==> src/rtl/pipeline_ctrl.sv <==
// Pipeline hazard controller: load-use interlock, branch flush and memory-stall timeout.
// Optional perf counters (stall_count, flush_count) are built when PIPELINE_CTRL_PERF_EN is defined.
//
// state    | meaning
// RUN      | normal issue; wcnt held at 0 unless the current cycle stalls on memory
// MEM_WAIT | MEM-stage access outstanding; wcnt counts consecutive stall cycles
// FAULT    | memory never answered; pipeline frozen until reset
module pipeline_ctrl #(
    parameter int unsigned MEM_TIMEOUT = 16
) (
    input  logic       clk,
    input  logic       reset,
    input  logic [4:0] id_rs,
    input  logic [4:0] id_rt,
    input  logic       ex_mem_read,
    input  logic [4:0] ex_write_reg_addr,
    input  logic       ex_branch_taken,
    input  logic       mem_req,
    input  logic       mem_ready,
    output logic       pc_write,
    output logic       if_id_write,
    output logic       ex_mem_write,
    output logic       if_id_flush,
    output logic       id_ex_flush,
    output logic       mem_wb_bubble,
    output logic       mem_timeout
`ifdef PIPELINE_CTRL_PERF_EN
    ,
    output logic [31:0] stall_count,
    output logic [31:0] flush_count
`endif
);

    typedef enum logic [1:0] {
        RUN      = 2'd0,
        MEM_WAIT = 2'd1,
        FAULT    = 2'd2
    } state_t;

    state_t     state;
    state_t     state_next;
    logic [7:0] wcnt;
    logic [7:0] wcnt_next;
    logic [8:0] wcnt_inc;
    logic       timeout_hit;
    logic       mem_stall;
    logic       load_use;

    // Nine-bit sum so the compare stays exact even when MEM_TIMEOUT is 255.
    assign wcnt_inc    = {1'b0, wcnt} + 9'd1;
    assign timeout_hit = (wcnt_inc == 9'(MEM_TIMEOUT));

    assign mem_stall = (state != FAULT) && mem_req && !mem_ready;

    assign load_use = ex_mem_read
                   && (ex_write_reg_addr != 5'd0)
                   && ((ex_write_reg_addr == id_rs) || (ex_write_reg_addr == id_rt));

    always_ff @(posedge clk) begin
        if (reset) begin
            state       <= RUN;
            wcnt        <= 8'd0;
            mem_timeout <= 1'b0;
        end else begin
            state <= state_next;
            wcnt  <= wcnt_next;
            if (state_next == FAULT) begin
                mem_timeout <= 1'b1;
            end
        end
    end

    always_comb begin
        state_next = state;
        wcnt_next  = wcnt;
        case (state)
            RUN, MEM_WAIT: begin
                if (mem_stall) begin
                    wcnt_next  = wcnt_inc[7:0];
                    state_next = timeout_hit ? FAULT : MEM_WAIT;
                end else begin
                    // Ready or a dropped request both release the stall.
                    wcnt_next  = 8'd0;
                    state_next = RUN;
                end
            end
            FAULT: begin
                state_next = FAULT;
                wcnt_next  = wcnt;
            end
            default: begin
                state_next = RUN;
                wcnt_next  = 8'd0;
            end
        endcase
    end

    always_comb begin
        pc_write      = 1'b1;
        if_id_write   = 1'b1;
        ex_mem_write  = 1'b1;
        if_id_flush   = 1'b0;
        id_ex_flush   = 1'b0;
        mem_wb_bubble = 1'b0;
        if ((state == FAULT) || mem_stall) begin
            pc_write      = 1'b0;
            if_id_write   = 1'b0;
            ex_mem_write  = 1'b0;
            mem_wb_bubble = 1'b1;
        end else if (ex_branch_taken) begin
            // The ID instruction is wrong-path, so any load-use match on it is moot.
            if_id_flush = 1'b1;
            id_ex_flush = 1'b1;
        end else if (load_use) begin
            pc_write    = 1'b0;
            if_id_write = 1'b0;
            id_ex_flush = 1'b1;
        end
    end

`ifdef PIPELINE_CTRL_PERF_EN
    always_ff @(posedge clk) begin
        if (reset) begin
            stall_count <= 32'd0;
            flush_count <= 32'd0;
        end else begin
            if (!pc_write && (stall_count != 32'hFFFF_FFFF)) begin
                stall_count <= stall_count + 32'd1;
            end
            if (if_id_flush && (flush_count != 32'hFFFF_FFFF)) begin
                flush_count <= flush_count + 32'd1;
            end
        end
    end
`endif

endmodule

==> config.mk <==
export PLATFORM = sky130hd
export DESIGN_NAME = pipeline_ctrl
export DESIGN_NICKNAME = d
export VERILOG_FILES = /design/src/rtl/pipeline_ctrl.sv
export SDC_FILE = /design/constraint.sdc
export NUM_CORES = 1
export LEC_CHECK = 0
export CORE_UTILIZATION = 35
export CTS_CLUSTER_DIAMETER = 120
export CTS_CLUSTER_SIZE = 24
export DETAILED_ROUTE_END_ITERATION = 6
export DONT_BUFFER_PORTS = 1
export GPL_TIMING_DRIVEN = 0
export PLACE_DENSITY_LB_ADDON = 0.12
export SYNTH_ARGS = -nofsm -noshare
export SYNTH_HDL_FRONTEND = slang
export SYNTH_SLANG_ARGS = --single-unit
==> constraint.sdc <==
create_clock -name clk -period 2.3 [get_ports clk]
set_clock_uncertainty 0.1 [all_clocks]
set_input_delay 0.345 -clock clk [delete_from_list [all_inputs] [get_ports clk]]
set_output_delay 0.345 -clock clk [all_outputs]
set_load 0.05 [all_outputs]
==> impl.org <==
** STA
- In this run the tightest slew margin relative to its limit is about three fifths.
- Endpoints failing setup :: 1
- Final setup TNS :: -0.259 ns
- At the pin with the least slew margin, the transition time is 0.593 ns.
- The final count of hold timing violations was 0.
- Setup repair after global routing could not meet its margin everywhere.
- Static timing analysis puts the maximum clock frequency at 391 MHz.
- Worst Setup Slack, final :: -0.259 ns
- Hold timing on the final database bottoms out at a slack of ~0.034 ns.
- The worst path in the final design needs a cycle of approximately 2.6 ns, including I/O delays and setup.
- In the finished design, the share of the clock period the worst path needs comes to 111%.
- The final-report max-slew violation count was 0.

** GRT
- Global routing finished with a remaining overflow of 0.
- The via count of the first global-routing pass is between 500 and 600.
- Antenna violations before repair :: 0
- Entering global routing, the biggest net connects 9 pins.
- Tot GR Track Use :: 14.8%
- The first global-routing pass estimated 2350 microns of wire.

** Drt
- Initial DRC count :: 3
- In the final routed layout, each cell accounts on average for 12.4 microns.
- The final layout contains routed wiring with a total length of approximately 1500 microns.
- Vias :: 673
- The pre-antenna-repair detailed-routing pass consisted of 5 iterations.
- In this run the remaining antenna-violating nets after routing total 0.
- After detailed routing, the number of remaining DRC violations is 0.
- In the routed layout, each cell is associated on average with a via count of approximately 5.6.

** Finish
- The area growth from synthesis to layout is 11.8%.
- Of the cells placed in the final design, the portion with a size suffix greater than 1 is 14.0%.
- Number of antenna cells inserted :: 0
- Sequential cell area :: 220 sq um
- Fill cells in the final layout number 238.
- Summing all multi-input logic gate instances after layout gives 495 sq um.
- Number of nets in the final layout :: approximately 120
- Non-filler cells in the finished layout :: 120

** Pwr
- The analysis attributes to cell leakage a power of about 0.32 nW.
- VDD IR max :: about 0.00028 V
- Total power divided by cell area :: 486 nW/um^2

** Synthesis
- Fraction of synthesized cell area taken by the top area cell type :: a little under a third
- The netlist uses 37 different library cells.
- Synthesized net count :: ~110
- Counting flops with a built-in enable in the synthesized netlist gives 0.
- Number of instances in the synthesized netlist :: roughly 90
- Synth Flop Type :: sky130_fd_sc_hd__dfxtp_1
- Largest cells by area after synthesis :: sky130_fd_sc_hd__dfxtp_1, sky130_fd_sc_hd__xor2_1, sky130_fd_sc_hd__o21ai_1, sky130_fd_sc_hd__nor2_1, sky130_fd_sc_hd__a21oi_1
- Sequential cell area fraction in the yosys report :: between 30% and 40%
- Post-synthesis async set-or-reset flop share :: 0%
- Synthesis warning total :: 0
- Syn Area/Cell :: between 8 and 9 sq um
- Yosys reg bits :: 11
- Cell types with the highest counts after synthesis :: sky130_fd_sc_hd__dfxtp_1, sky130_fd_sc_hd__xor2_1, sky130_fd_sc_hd__o21ai_1
- Mapped cell area :: around 730 sq um
- The biggest area contributor in the post-synthesis netlist is sky130_fd_sc_hd__dfxtp_1.

** Place
- Buffers placed on the I/O ports in this run total 0.
- In this run, placement finished with an instance count of around 120.
- Detailed placement HPWL :: approximately 1100 microns
- Routability-driven placement finished with a final weighted congestion of 0.752.
- Prior to clock tree synthesis, the placed netlist has a worst setup slack of between 0.03 and 0.04 ns.

** Clock network
- Setup Fix Bufs, Post-CTS :: 0
- Once the clock tree was built, the resizer swapped 0 gates to a different size.
- CTS built an H-tree with a depth of 1.
- Num CTS Buffers :: 3
- After clock tree synthesis, the clock-pin slew on the worst setup and hold paths is approximately 0.070 ns.
- TritonCTS built the clock tree.
- The tree is rooted in a sky130_fd_sc_hd__clkbuf_4.
- For the worst-skew pair, the clock arrives at the later sink with an insertion delay of approximately 0.27 ns.
- Maximum count of clock buffers along a single path :: 2
- In this run, post-CTS hold repair placed 0 buffers.
- CTS saw 11 sinks.

** Floorplanning
- Row generation in the floorplan step produced 16 rows.
- The die is 47.7 microns wide.
- The die covers approximately 2300 sq um.
- Measured along the y axis, the die boundary spans 47.7 microns.
- The initial utilization of the core area, before any placement, comes to between 30% and 40%.
- I/O pin count :: 28
- The total area inside the core boundary comes to a little under 2000 sq um.

** Min path
- The worst hold path belongs to the class in -> reg.

** Critical path
- The setup path with the least slack is of type reg -> out.
- Crit Path Max Fanout :: 4
- Type of origin of the critical path :: flop
- Gate family responsible for the most delay along the worst path :: compound AO/OA/AOI/OAI gates
- For the worst setup path, the data required time is about 1.9 ns.
- On the worst path, the slowest cell contributes a delay of 0.59 ns.
- Crit-path slowest cell :: sky130_fd_sc_hd__o31ai_4
- The number of buffers and inverters on the critical path is 1.
- Nature of the critical path endpoint :: primary output
- At the worst endpoint, the arrival time is 2.11 ns.
- Crit-path cells :: nor2b_1 > a21oi_4 > inv_1 > o31ai_4

** Outcome
- Status :: complete, but fails checks
- The final reports fail on setup timing.

** Flow run
- The tool flagged a number of max-cap violations equal to 0.
flip-flops by register name, summed over array words and instances, names as in the netlist:
name         cells
mem_timeout      1
wcnt             8
state            2
metal layers:
layer / wire length (microns) / track usage, % / vias to the layer above
li1: - / - / 332
met1: 679 / 19.8 / 307
met2: 685 / 22.5 / 34
met3: 117 / 7.17 / 0
met4: 0 / 1.67 / 0
met5: 0 / 0 / -
through the flow:
stage          instance area [sq um]  total power [mW]  util [%]
2_1_floorplan                    756             0.258         -
3_3_place_gp                     790             0.263      40.2
3_5_place_dp                     790             0.263      40.2
4_1_cts                          816             0.398      41.6
5_1_grt                          816             0.416      41.6
6_report                         816             0.396      41.6
worst register-to-register path, stage by stage, from the launching register on:
cell	delay, ns
sky130_fd_sc_hd__dfxtp_1	0.40
sky130_fd_sc_hd__ha_1	0.32
sky130_fd_sc_hd__nor4bb_1	0.45
sky130_fd_sc_hd__o2111ai_1	0.23
sky130_fd_sc_hd__o21ai_0	0.12
path summary, 6_finish.rpt:
kind,start,endpoint,slack [ns],cells after the start
max,state[1],id_ex_flush,-0.26,4
min,reset,wcnt[2],0.03,1
max reg2reg,wcnt[0],state[1],0.61,4
min reg2reg,wcnt[7],wcnt[7],0.38,1
power by group:
| group | internal (mW) | switching [mW] | leakage (nW) | total (mW) |
|---|---|---|---|---|
| sequential | 0.192 | 0.00149 | 0.0889 | 0.193 |
| clock | 0.0672 | 0.0704 | 0.0150 | 0.138 |
| combinational | 0.0208 | 0.0443 | 0.221 | 0.0652 |
| total | 0.280 | 0.116 | 0.324 | 0.396 |
cell families (layout without fill, tap and decap cells):
kind of cell | Yosys count | in the layout | synth area share [%]
AOI/OAI and AO/OA | 28 | 28 | 24.4
xor gates and xnor gates | 11 | 11 | 13.2
buffers and inverters | 7 | 11 | 5.49
and+or+nand+nor | 31 | 31 | 25.0
DFF | 11 | 11 | 30.2
adders and majority gates | 1 | 1 | 1.71
cells in the final DEF, fill, tap and decap left out, types with 2 or more instances in the layout:
cell type                  netlist  layout
sky130_fd_sc_hd__a21oi_1         5       4
sky130_fd_sc_hd__a31oi_1         2       2
sky130_fd_sc_hd__and2_1          2       2
sky130_fd_sc_hd__clkbuf_4        0       3
sky130_fd_sc_hd__dfxtp_1        11      11
sky130_fd_sc_hd__inv_1           3       3
sky130_fd_sc_hd__nand2_1         5       5
sky130_fd_sc_hd__nand4_1         3       3
sky130_fd_sc_hd__nor2_1          7       7
sky130_fd_sc_hd__nor3_1          2       2
sky130_fd_sc_hd__o21ai_0         3       3
sky130_fd_sc_hd__o21ai_1        10      10
sky130_fd_sc_hd__xor2_1         11      11
layout make-up:
cell class,instances,area share (%)
clock buffer,4,3.22
sequential,11,27.0
inverter,3,1.38
tap,27,4.14
buffer,4,3.53
multi-input combinational,71,60.7
(Power assumes the default switching activity.)
==> variant: new RTL, same settings <==
The 3 states of `state_t` get a one-hot encoding in 3 bits.
--- a/src/rtl/pipeline_ctrl.sv
+++ b/src/rtl/pipeline_ctrl.sv
@@ -32,8 +32,8 @@
 );
 
-    typedef enum logic [1:0] {
-        RUN      = 2'd0,
-        MEM_WAIT = 2'd1,
-        FAULT    = 2'd2
+    typedef enum logic [2:0] {
+        RUN      = 3'b001,
+        MEM_WAIT = 3'b010,
+        FAULT    = 3'b100
     } state_t;
 
Formal check against the unedited RTL: same outputs for any inputs over 10 cycles, from zero or initial values and one cycle with reset high; not proved beyond that.
==> variant against the original RTL <==
- synthesized area shrank 0.86%
- total power grew 21%
- design area grew 2.6%
- wire length grew 3.6%
- sequential cell count grew 1
- worst setup slack gained 0.37 ns
- count of clock-buffer cells in the layout is the same
- largest cell class unchanged
==> variant: results (changes against the original RTL) <==
----------------------------------------------------
[Run status]
  Result of the run ... complete, no violations (was finished with violations)

[Cells and area]
  Area occupied by multi-input gates ... 485 um2 (was 495 um2)
  Clock-cell share ... 0.0433 (was 0.0322)
  Layout buffering overhead excluding clock cells ... 0.0359 (was 0.0353)
  Share of layout cells above drive strength 1 ... 0.161 (was 0.140)
  Fillers ... 202 (was 238)
  Inverters excl. clock ... 2 (was 3)
  Largest registers ... wcnt x8, state x3, mem_timeout x1 (was wcnt x8, state x2, mem_timeout x1)

[Placed design]
  Detailed placement HPWL ... 1150 um (was 1090 um)

[Setup path]
  Endpoint of the most critical register-to-register path ... mem_timeout (was state[1])
  Largest stage delay, worst path ... 0.33 ns (was 0.59 ns)
  Register-to-register setup slack ... 0.70 ns (was 0.61 ns)
  Max stage delay cell, worst path ... sky130_fd_sc_hd__dfxtp_1 (was sky130_fd_sc_hd__o31ai_4)
  Cells on worst reg2reg path ... 6 (was 4)

[Yosys]
  Leading post-synthesis cells by instance count ... sky130_fd_sc_hd__dfxtp_1, sky130_fd_sc_hd__nor2_1, sky130_fd_sc_hd__xnor2_1 (was sky130_fd_sc_hd__dfxtp_1, sky130_fd_sc_hd__xor2_1, sky130_fd_sc_hd__o21ai_1)
  Share of synthesized cell area in full adder, half adder and majority cells ... 0.0173 (was 0.0172)
  Cell types occupying the most area after synthesis ... sky130_fd_sc_hd__dfxtp_1, sky130_fd_sc_hd__xnor2_1, sky130_fd_sc_hd__nor2_1 (was sky130_fd_sc_hd__dfxtp_1, sky130_fd_sc_hd__xor2_1, sky130_fd_sc_hd__o21ai_1)
  XOR/XNOR Fraction of Synth Area ... 0.133 (was 0.132)
  Synthesized-area fraction occupied by ao, oa, aoi and oai cells ... 0.197 (was 0.244)

[GRT]
  Via count of the first global-routing pass ... 558 (was 561)
  Maximum number of pins on one net before global-route repair ... 11 (was 9)
  First-pass GRT wire length ... 2190 um (was 2350 um)
  Fraction of met2 tracks used by global routing ... 0.244 (was 0.225)
  Global-route track usage on met3 ... 0.0453 (was 0.0717)
  Total routing resource utilization after global routing ... 0.143 (was 0.148)

[Timing]
  Worst Max-Slew Pin Slew ... 0.872 ns (was 0.593 ns)
  Hold WS ... 0.108 ns (was 0.0340 ns)

[Drt]
  Total Routed Length ... 1540 um (was 1480 um)
  Per-cell via count in the routed design ... 5.33 (was 5.61)
  Drt first pass iters ... 3 (was 5)
  Initial DRC Count ... 7 (was 3)
  Routed metal-1 wirelength ... 721 um (was 679 um)
  Met2 wire length ... 686 um (was 685 um)
  Metal3 WL ... 108 um (was 117 um)
  Highest routed metal layer ... met4 (was met3)

[Power and ir drop]
  VDD IR max ... 0.390 mV (was 0.279 mV)

----------------------------------------------------
==> variant: cell types whose count changed after synthesis, moves of 3 or more <==
cell / delta
sky130_fd_sc_hd__o21ai_0: -3
sky130_fd_sc_hd__nand4_1: -3
sky130_fd_sc_hd__nor2_1: +3
sky130_fd_sc_hd__nand3_1: +4
sky130_fd_sc_hd__xor2_1: -7
sky130_fd_sc_hd__xnor2_1: +7
sky130_fd_sc_hd__o21ai_1: -5
==> variant: where the power goes <==
part | total [mW] | internal [mW] | switching (mW)
Combinational | 0.0889 | 0.0315 | 0.0574
Sequential | 0.222 | 0.213 | 0.00971
Clock | 0.166 | 0.0960 | 0.0703
Total | 0.477 | 0.340 | 0.137
==> variant: metrics by stage <==
step	setup TNS, ns	cell area [um2]	utilization
final	0	837	0.431
after global routing	0	837	0.431
after CTS	0	831	0.428
after detailed placement	-0.0476	764	0.394
after global placement	-0.0594	764	0.394
after floorplan	0	731	-
==> variant: worst max-delay path by stage <==
stage / startpoint / end / slack, ns
final: state[0] / pc_write / 0.11
after detailed placement: state[0] / pc_write / -0.05
after global placement: state[0] / pc_write / -0.06
after CTS: ex_write_reg_addr[4] / id_ex_flush / 0.008
after global routing: state[0] / pc_write / 0.02
after floorplan: state[0] / pc_write / 0.10
==> variant: worst reg2reg max path: stages, from the launching register on <==
cell and delay (ns):
sky130_fd_sc_hd__dfxtp_1 0.33, sky130_fd_sc_hd__xnor2_1 0.15, sky130_fd_sc_hd__or3_1 0.33, sky130_fd_sc_hd__buf_6 0.15
sky130_fd_sc_hd__a41o_1 0.25, sky130_fd_sc_hd__a21oi_2 0.13, sky130_fd_sc_hd__nor2_1 0.05
==> variant: timing repair <==
action / in CTS / in global routing
resized for setup: 4 / 2
pin swaps: 2 / 0
setup endpoints to repair: 4 / 2
buffers inserted: 1 / 0
